`src/rtl/reg_snapshot_tx_if.sv`:
```
// Byte stream link from reg_snapshot_tx to its sink (debug UART or JTAG shifter).
interface reg_snapshot_tx_if;
  logic [7:0] tx_data;
  logic       tx_valid;
  logic       tx_ready;

  modport master (output tx_data, output tx_valid, input tx_ready);
  modport slave  (input tx_data, input tx_valid, output tx_ready);
endinterface

```
`src/rtl/reg_snapshot_tx.sv`:
```
// Register-file snapshot engine: captures all registers in one cycle and streams them as a byte frame.
// Define SNAPSHOT_CHECKSUM_EN to append an XOR checksum byte (16-byte frame instead of 15).
module reg_snapshot_tx #(
  parameter logic [7:0] HDR = 8'hA5
) (
  input  logic              CLK,
  input  logic              nRES,
  input  logic              req,
  input  logic              abort,
  input  logic [7:0]        rA,
  input  logic [7:0]        rF,
  input  logic [7:0]        rB,
  input  logic [7:0]        rC,
  input  logic [7:0]        rD,
  input  logic [7:0]        rE,
  input  logic [7:0]        rH,
  input  logic [7:0]        rL,
  input  logic [7:0]        rW,
  input  logic [7:0]        rZ,
  input  logic [15:0]       rSP,
  input  logic [15:0]       rPC,
  reg_snapshot_tx_if.master tx,
  output logic              busy,
  output logic              done,
  output logic              ovr
);

`ifdef SNAPSHOT_CHECKSUM_EN
  localparam logic [3:0] LAST_IDX = 4'd15;
`else
  localparam logic [3:0] LAST_IDX = 4'd14;
`endif

  typedef enum logic [0:0] {IDLE = 1'b0, SEND = 1'b1} state_e;

  state_e           state_q, state_d;
  logic [3:0]       idx_q, idx_d;
  logic [13:0][7:0] snap_q, snap_d;
  logic             done_q, done_d;
  logic             ovr_q, ovr_d;
  logic             hs_s;
  logic [7:0]       byte_s;

`ifdef SNAPSHOT_CHECKSUM_EN
  logic [7:0] csum_q, csum_d;

  function automatic logic [7:0] xor_fold(input logic [13:0][7:0] bytes);
    logic [7:0] acc;
    acc = 8'h00;
    for (int i = 0; i < 14; i++) begin
      acc = acc ^ bytes[i];
    end
    return acc;
  endfunction
`endif

  assign hs_s = (state_q == SEND) && tx.tx_ready;

  // Next-state, index, capture and flag logic
  always_comb begin
    state_d = state_q;
    idx_d   = idx_q;
    snap_d  = snap_q;
    done_d  = 1'b0;
    ovr_d   = ovr_q;
`ifdef SNAPSHOT_CHECKSUM_EN
    csum_d  = csum_q;
`endif
    case (state_q)
      IDLE: begin
        if (req) begin
          state_d = SEND;
          idx_d   = 4'd0;
          ovr_d   = 1'b0;
          // Element 0 is the first register byte on the wire (A)
          snap_d  = {rZ, rW, rPC[7:0], rPC[15:8], rSP[7:0], rSP[15:8],
                     rL, rH, rE, rD, rC, rB, rF, rA};
`ifdef SNAPSHOT_CHECKSUM_EN
          csum_d  = xor_fold(snap_d);
`endif
        end else begin
          state_d = IDLE;
        end
      end
      SEND: begin
        if (req) begin
          ovr_d = 1'b1;
        end else begin
          ovr_d = ovr_q;
        end
        // Abort wins over a coincident handshake and suppresses done
        if (abort) begin
          state_d = IDLE;
          idx_d   = 4'd0;
        end else if (hs_s) begin
          if (idx_q == LAST_IDX) begin
            state_d = IDLE;
            idx_d   = 4'd0;
            done_d  = 1'b1;
          end else begin
            idx_d = idx_q + 4'd1;
          end
        end else begin
          idx_d = idx_q;
        end
      end
      default: begin
        state_d = IDLE;
        idx_d   = 4'd0;
      end
    endcase
  end

  // Frame byte selected by the index; zero outside a frame
  always_comb begin
    byte_s = 8'h00;
    if (state_q == SEND) begin
      case (idx_q)
        4'd0:    byte_s = HDR;
        4'd1:    byte_s = snap_q[0];
        4'd2:    byte_s = snap_q[1];
        4'd3:    byte_s = snap_q[2];
        4'd4:    byte_s = snap_q[3];
        4'd5:    byte_s = snap_q[4];
        4'd6:    byte_s = snap_q[5];
        4'd7:    byte_s = snap_q[6];
        4'd8:    byte_s = snap_q[7];
        4'd9:    byte_s = snap_q[8];
        4'd10:   byte_s = snap_q[9];
        4'd11:   byte_s = snap_q[10];
        4'd12:   byte_s = snap_q[11];
        4'd13:   byte_s = snap_q[12];
        4'd14:   byte_s = snap_q[13];
`ifdef SNAPSHOT_CHECKSUM_EN
        4'd15:   byte_s = csum_q;
`endif
        default: byte_s = 8'h00;
      endcase
    end else begin
      byte_s = 8'h00;
    end
  end

  // State registers
  always_ff @(posedge CLK or negedge nRES) begin
    if (!nRES) begin
      state_q <= IDLE;
      idx_q   <= 4'd0;
      snap_q  <= '0;
      done_q  <= 1'b0;
      ovr_q   <= 1'b0;
`ifdef SNAPSHOT_CHECKSUM_EN
      csum_q  <= 8'h00;
`endif
    end else begin
      state_q <= state_d;
      idx_q   <= idx_d;
      snap_q  <= snap_d;
      done_q  <= done_d;
      ovr_q   <= ovr_d;
`ifdef SNAPSHOT_CHECKSUM_EN
      csum_q  <= csum_d;
`endif
    end
  end

  assign tx.tx_data  = byte_s;
  assign tx.tx_valid = (state_q == SEND);
  assign busy        = (state_q == SEND);
  assign done        = done_q;
  assign ovr         = ovr_q;

endmodule

```
`src/flat_wrapper.sv`:
```
// flat-port wrapper written by rule: the top's interface ports become plain ports
module reg_snapshot_tx_flat 
#(
  parameter logic [7:0] HDR = 8'hA5
)
  (CLK, nRES, req, abort, rA, rF, rB, rC, rD, rE, rH, rL, rW, rZ, rSP, rPC, busy, done, ovr, tx_tx_data, tx_tx_valid, tx_tx_ready);
  reg_snapshot_tx_if tx_i ();
  input  logic CLK;
  input  logic nRES;
  input  logic req;
  input  logic abort;
  input  logic [7:0] rA;
  input  logic [7:0] rF;
  input  logic [7:0] rB;
  input  logic [7:0] rC;
  input  logic [7:0] rD;
  input  logic [7:0] rE;
  input  logic [7:0] rH;
  input  logic [7:0] rL;
  input  logic [7:0] rW;
  input  logic [7:0] rZ;
  input  logic [15:0] rSP;
  input  logic [15:0] rPC;
  output logic busy;
  output logic done;
  output logic ovr;
  output wire logic [$bits(tx_i.tx_data)-1:0] tx_tx_data;
  output wire logic [$bits(tx_i.tx_valid)-1:0] tx_tx_valid;
  input wire logic [$bits(tx_i.tx_ready)-1:0] tx_tx_ready;
  assign tx_tx_data = tx_i.tx_data;
  assign tx_tx_valid = tx_i.tx_valid;
  assign tx_i.tx_ready = tx_tx_ready;
  reg_snapshot_tx #(.HDR(HDR)) u_core (.CLK(CLK), .nRES(nRES), .req(req), .abort(abort), .rA(rA), .rF(rF), .rB(rB), .rC(rC), .rD(rD), .rE(rE), .rH(rH), .rL(rL), .rW(rW), .rZ(rZ), .rSP(rSP), .rPC(rPC), .tx(tx_i), .busy(busy), .done(done), .ovr(ovr));
endmodule
```
`config.mk`:
```
export PLATFORM = sky130hd
export DESIGN_NAME = reg_snapshot_tx_flat
export DESIGN_NICKNAME = d
export VERILOG_FILES = /design/src/rtl/reg_snapshot_tx_if.sv /design/src/rtl/reg_snapshot_tx.sv /design/src/flat_wrapper.sv
export SDC_FILE = /design/constraint.sdc
export NUM_CORES = 1
export LEC_CHECK = 0
export CORE_MARGIN = 4
export CORE_UTILIZATION = 25
export CTS_CLUSTER_SIZE = 14
export DETAILED_ROUTE_END_ITERATION = 8
export GPL_TIMING_DRIVEN = 1
export SYNTH_ARGS = -nofsm -noshare
export SYNTH_HDL_FRONTEND = slang
export SYNTH_SLANG_ARGS = --single-unit
```
`constraint.sdc`:
```
create_clock -name CLK -period 2 [get_ports CLK]
set_input_delay 0.2 -clock CLK [delete_from_list [all_inputs] [get_ports CLK]]
set_output_delay 0.2 -clock CLK [all_outputs]
set_load 0.05 [all_outputs]
```
==> results_dict.tcl, run 1 <==
set metrics [dict create \
    status "finished, violations left" \
    violations "negative setup slack" \
    ys_ff_latch 119 \
    final.period_utilization 1.15 \
    worst_slew_pin_slew_ns 0.593 \
    synth_ff_type "dfrtp_1" \
    gp_congestion 0.851 \
    totalWireLength_mm 17.5 \
    postSynthCellCount 441 \
    die_h_um 159 \
    grt_pass1_wl_mm 27.2 \
    synth_largest_area_cell "dfrtp_1" \
    yosysWarnings 0 \
    dpl.cell_count 849 \
    syn_nets 558 \
    core_region_area_mm2 0.0221 \
    path_clk_slew_ns 0.05 \
    fin_area_mm2 0.00863 \
    drtPass1Iterations 4 \
    row_count 54 \
    placed_area_mm2 0.00754 \
    required_ns 1.80 \
    crit_arrival_ns 2.11 \
    viasPerCell 4.74 \
    die-area_mm2 0.0252 \
    initial_core_util 0.257 \
    cp_top_family "compound AO/OA/AOI/OAI gates" \
    syn_area_per_cell_um2 12.9 \
    final_hold_viol_count 0 \
    slowest_delay_ns 0.48 \
    fin_util 0.391 \
    start_kind "flop" \
    ys_seq_area_frac 0.524 \
    slew-limit-headroom 0.603 \
    critPathKind "flop to output port" \
    peakVddDrop_uv 666 \
    grt_max_degree 53 \
    synth_edf_count 0 \
    synth_area_mm2 0.00568 \
    final_cells 902 \
    clkLatencyLatePin_ns 0.42 \
    h-tree-depth 4 \
    power_frac_seq 0.387 \
    layout-drive-gt1-share 0.405 \
    cts_tree "done" \
    ant_nets 0 \
    io_buffer_count 128 \
    grt_pass1_vias 4752 \
    cp_cell_sequence "buf_8, buf_4, a2111oi_2, a21oi_1, a31oi_2, buf_12" \
    grt_overflow 0 \
    area_delta_synth_final_pct 51.8 \
    fin_nets 726 \
    track_usage 0.138 \
    slew_viol_final 0 \
    cts_buffer_depth 2 \
    clkSinkCount 119 \
    p_sw_mw 2.47 \
    num_antenna_cells 0 \
    post-route-drc-count 0 \
    internal_power_mw 6.05 \
    grt_antenna_before_repair 0 \
    final.setup.tns_ns -2.22 \
    min_path_type "input pin to asynchronous set/reset pin" \
    maxCapViolCount 0 \
    critPathSlowestCell "dfrtp_2" \
    final.min_clock_period_ns 2.31 \
    preCtsSetupSlack_ns -0.0197 \
    setup_violations 8 \
    swShare 0.290 \
    numCtsBuffers 17 \
    die_x_um 159 \
    power.share.clock 0.337 \
    worstPathMaxFanout 7 \
    boundaryPins 129 \
    setup_slack_ns -0.306 \
    whs_ns 0.358 \
    p_leak_nw 3.31 \
    via_count 4279 \
    p_per_area_mw_per_mm2 987 \
    clockRootBuffer "clkbuf_16" \
    critPathCaptureType "output port" \
    dr.first_iter.drc_count 228 \
    power_mw 8.52 \
    place_hpwl_mm 13.1 \
    synth_top_area_share 0.524 \
    avgRoutedWirePerCell_um 19.4 \
    netlist_top_cells_area "dfrtp_1 52%, mux2_2 20%, mux2i_1 2.8%" \
    crit_buf_inv 3 \
    async_flop_share 1.00 \
    fmax_mhz 434 \
    skew_ns 0.0104 \
    yosysUniqueCellTypes 51 \
    combPwrFrac 0.276 \
    rsz0062_at_grt "yes" \
]
## state kept, by name (all words and copies together) (netlist names)
register	flops
u_core.done	1
u_core.busy	1
u_core.ovr	1
u_core.idx_q	4
u_core.snap_q	112
## layout by cell type (no fill, tap or decap), types with 3 or more instances in the layout
cell / netlist / final
clkdlybuf4s50_1: 0 / 117
dfrtp_1: 119 / 115
mux2_2: 103 / 102
buf_4: 9 / 35
nand2_1: 18 / 18
clkbuf_16: 0 / 18
buf_12: 0 / 16
mux2i_1: 16 / 15
a21oi_1: 18 / 13
nand3b_1: 12 / 12
inv_1: 9 / 9
mux2_1: 9 / 9
buf_6: 3 / 8
a22o_1: 6 / 6
a31oi_4: 0 / 6
o21ai_0: 6 / 6
a22oi_2: 0 / 5
a21oi_2: 0 / 5
o22ai_1: 5 / 5
clkinvlp_4: 0 / 5
nand2b_1: 4 / 4
nor2_2: 0 / 4
nor3_1: 7 / 4
dfrtp_2: 0 / 4
nand3_1: 3 / 3
o32a_1: 3 / 3
nor2_1: 7 / 3
nor2b_4: 0 / 3
a221oi_2: 0 / 3
a211o_1: 3 / 3
nor3_2: 0 / 3
o2bb2ai_1: 4 / 3
clkbuf_8: 0 / 3
clkinv_2: 0 / 3
## timing repair
action	in CTS	in global routing
endpoints found under the setup margin	10	8
endpoints found under the hold margin	37	0
resized for setup	45	27
pin swaps	12	18
buffers inserted	10	8
hold buffers	1	0
cloned	1	1
## path summary, 6_finish.rpt
kind / from / endpoint / slack [ns] / cells past startpoint
max: u_core.idx_q[1]$_DFFE_PN0P_ / tx_tx_data[2] / -0.31 / 6
min: nRES / u_core.snap_q[88]$_DFFE_PN0P_ / 0.36 / 2
max reg2reg: u_core.idx_q[1]$_DFFE_PN0P_ / u_core.idx_q[1]$_DFFE_PN0P_ / 0.29 / 6
min reg2reg: u_core.snap_q[56]$_DFFE_PN0P_ / u_core.snap_q[56]$_DFFE_PN0P_ / 0.50 / 1
max in group asynchronous: nRES / u_core.snap_q[9]$_DFFE_PN0P_ / 1.02 / 3
min in group CLK: rSP[14] / u_core.snap_q[70]$_DFFE_PN0P_ / 0.37 / 3
## synthesized netlist by cell type (4+ instances only)
cell	number
o22ai_1	5
inv_1	9
nand2b_1	4
a31oi_1	10
nor2_1	7
mux2_2	103
buf_4	9
nand2_1	18
a22o_1	6
nor3_1	7
nand3b_1	12
buf_2	20
o2bb2ai_1	4
a22oi_1	7
mux2i_1	16
o21ai_0	6
dfrtp_1	119
a21oi_1	18
nor2b_1	4
mux2_1	9
a221oi_1	4
## logic make-up after synthesis
family,synth area share
mux,0.258
flops,0.524
compound gates,0.0991
simple gates,0.0751
buf+inv,0.0440
## routing by layer
layer  routed length (µm)  GRT usage  up-vias
met4                  431     0.0497        0
met1                 7750      0.176     2155
met3                  723     0.0363       22
met5                    0          0        -
met2                 8550      0.228      125
li1                     -          -     1977
## area by class of cell
class | count | area (µm²)
clock buffers | 21 | 470
clock inverters | 11 | 100
repair buffers | 182 | 1940
well taps | 280 | 350
inverters | 9 | 33.8
fillers | 2071 | 13500
multi-input cells | 280 | 2750
flip-flops and latches | 119 | 2980
## power groups by stage
stage	registers, mW	logic, mW	clock network, mW
3_3_place_gp	3.29	2.05	0
6_report	3.30	2.35	2.87
2_1_floorplan	3.18	1.28	0
5_1_grt	3.36	2.50	3.06
3_5_place_dp	3.31	2.10	0
4_1_cts	3.29	2.25	2.94
No activity file was read; power rests on OpenSTA's default activity.
==> run 2: changes to the inputs <==
Settings changed: CORE_MARGIN 4 to 3.
==> results_dict.tcl, run 2 (synthesis results as in run 1) <==
set metrics [dict create \
    status "finished, violations left" \
    violations "negative setup slack" \
    final.min_clock_period_ns 2.32 \
    area_delta_synth_final_pct 52.7 \
    r2r-end "u_core.idx_q[3]$_DFFE_PN0P_" \
    die_x_um 157 \
    gp_congestion 0.855 \
    slowest_delay_ns 0.48 \
    internal_power_mw 6.38 \
    startpoint "u_core.idx_q[3]$_DFFE_PN0P_" \
    grt_pass1_wl_mm 26.3 \
    crit_buf_inv 2 \
    power_frac_seq 0.372 \
    p_sw_mw 2.54 \
    preCtsSetupSlack_ns -0.00262 \
    worstPathMaxFanout 8 \
    io_buffer_count 128 \
    grt_max_degree 41 \
    dr.first_iter.drc_count 287 \
    layout_top_registers "u_core.snap_q (112), u_core.idx_q (4)" \
    cts_tree "done" \
    fmax_mhz 430 \
    multi_input_area_mm2 0.00274 \
    h-tree-depth 4 \
    top_register "u_core.snap_q" \
    seqCellArea_mm2 0.00298 \
    grt_pass1_vias 4676 \
    start_kind "flop" \
    final_cells 891 \
    drtPass1Iterations 4 \
    min_path_type "input pin to asynchronous set/reset pin" \
    peakVddDrop_uv 634 \
    die_h_um 157 \
    final_cell_mix "117 x clkdlybuf4s50_1, 115 x dfrtp_1, 102 x mux2_2" \
    place_hpwl_mm 13.0 \
    combPwrFrac 0.271 \
    layout.cells.most_common "clkdlybuf4s50_1" \
    die-area_mm2 0.0246 \
    clkLatencyLatePin_ns 0.42 \
    via_count 4280 \
    clkSinkCount 119 \
    p_leak_nw 3.30 \
    rsz0062_at_grt "yes" \
    clockRootBuffer "clkbuf_16" \
    maxCapViolCount 0 \
    viasPerCell 4.80 \
    grt_antenna_before_repair 1 \
    totalWireLength_mm 17.7 \
    cp_top_family "compound AO/OA/AOI/OAI gates" \
    core_region_area_mm2 0.0221 \
    setup_slack_ns -0.325 \
    worst_slew_pin_slew_ns 0.502 \
    rr_worst_depth 5 \
    boundaryPins 129 \
    reg2reg_slack_ns 0.40 \
    n_fill_cell 2068 \
    rr_startpoint "u_core.idx_q[3]$_DFFE_PN0P_" \
    cp_cell_sequence "clkbuf_16, nand3b_1, a31o_1, a211o_1, a31oi_4, buf_12" \
    p_per_area_mw_per_mm2 1030 \
    fin_nets 714 \
    layout-drive-gt1-share 0.395 \
    ant_nets 0 \
    critPathCaptureType "output port" \
    path_clk_slew_ns 0.06 \
    power.share.clock 0.357 \
    initial_core_util 0.257 \
    largest_reg_flops 112 \
    final.period_utilization 1.16 \
    slew_viol_final 0 \
    critPathSlowestCell "dfrtp_2" \
    post-route-drc-count 0 \
    critPathKind "flop to output port" \
    row_count 54 \
    cts_buffer_depth 2 \
    grt_overflow 0 \
    setup_violations 8 \
    numCtsBuffers 17 \
    skew_ns 0.00684 \
    required_ns 1.80 \
    track_usage 0.143 \
    final_hold_viol_count 0 \
    dpl.cell_count 840 \
    whs_ns 0.168 \
    avgRoutedWirePerCell_um 19.9 \
    swShare 0.284 \
    slew-limit-headroom 0.665 \
    crit_arrival_ns 2.12 \
]
[run 2: cell count changes in the layout (fill, tap and decap cells not counted), moves of 4 or more]
cell,before,now
buf_12,16,21
buf_4,35,20
buf_6,8,3
nor2_1,3,7
nor2_2,4,0
[run 2: layer usage]
layer / up-vias / share of wire / track usage
met5: - / 0 / 0
met4: 0 / 0.020 / 0.0509
met3: 24 / 0.045 / 0.0373
met2: 124 / 0.48 / 0.227
met1: 2182 / 0.45 / 0.189
li1: 1950 / - / -
[run 2: worst max-delay path by stage]
stage / end / slack [ns] / cells after the start
after floorplan: tx_tx_data[0] / 0.06 / 6
after global placement: tx_tx_data[3] / 0.08 / 6
after detailed placement: tx_tx_data[3] / -0.003 / 6
after CTS: tx_tx_data[3] / -0.35 / 6
after global routing: tx_tx_data[4] / -0.42 / 6
final: tx_tx_data[4] / -0.32 / 6
[run 2: power by group through the flow]
stage	clock, mW	sequential, mW	combinational, mW
3_3_place_gp	0	3.33	2.03
2_1_floorplan	0	3.18	1.28
6_report	3.18	3.32	2.42
3_5_place_dp	0	3.33	2.09
4_1_cts	3.25	3.30	2.26
5_1_grt	3.36	3.38	2.56
[run 2: layout make-up]
class / count / share of cell area
Antenna cell: 1 / 0.000288
Inverter: 9 / 0.00389
Clock inverter: 11 / 0.0169
Sequential cell: 119 / 0.344
Timing Repair Buffer: 170 / 0.224
Tap cell: 280 / 0.0404
Clock buffer: 21 / 0.0553
Multi-Input combinational cell: 280 / 0.316
[run 2: through the flow]
stage	TNS (ns)	area, µm²	total power, mW	util
final	-2.25	8680	8.92	0.393
after global routing	-2.82	8680	9.30	0.393
after CTS	-2.51	8380	8.81	0.379
after detailed placement	-0.00262	7540	5.42	0.341
after global placement	0	7540	5.36	0.341
after floorplan	0	5730	4.46	-
[run 2: what timing repair did]
item,4_1_cts,5_1_grt
endpoints found under the hold margin,119,0
setup endpoints to repair,10,8
pin swaps,7,13
buffers inserted,3,10
cloned,1,3
hold buffers,1,0
resized for setup,31,30
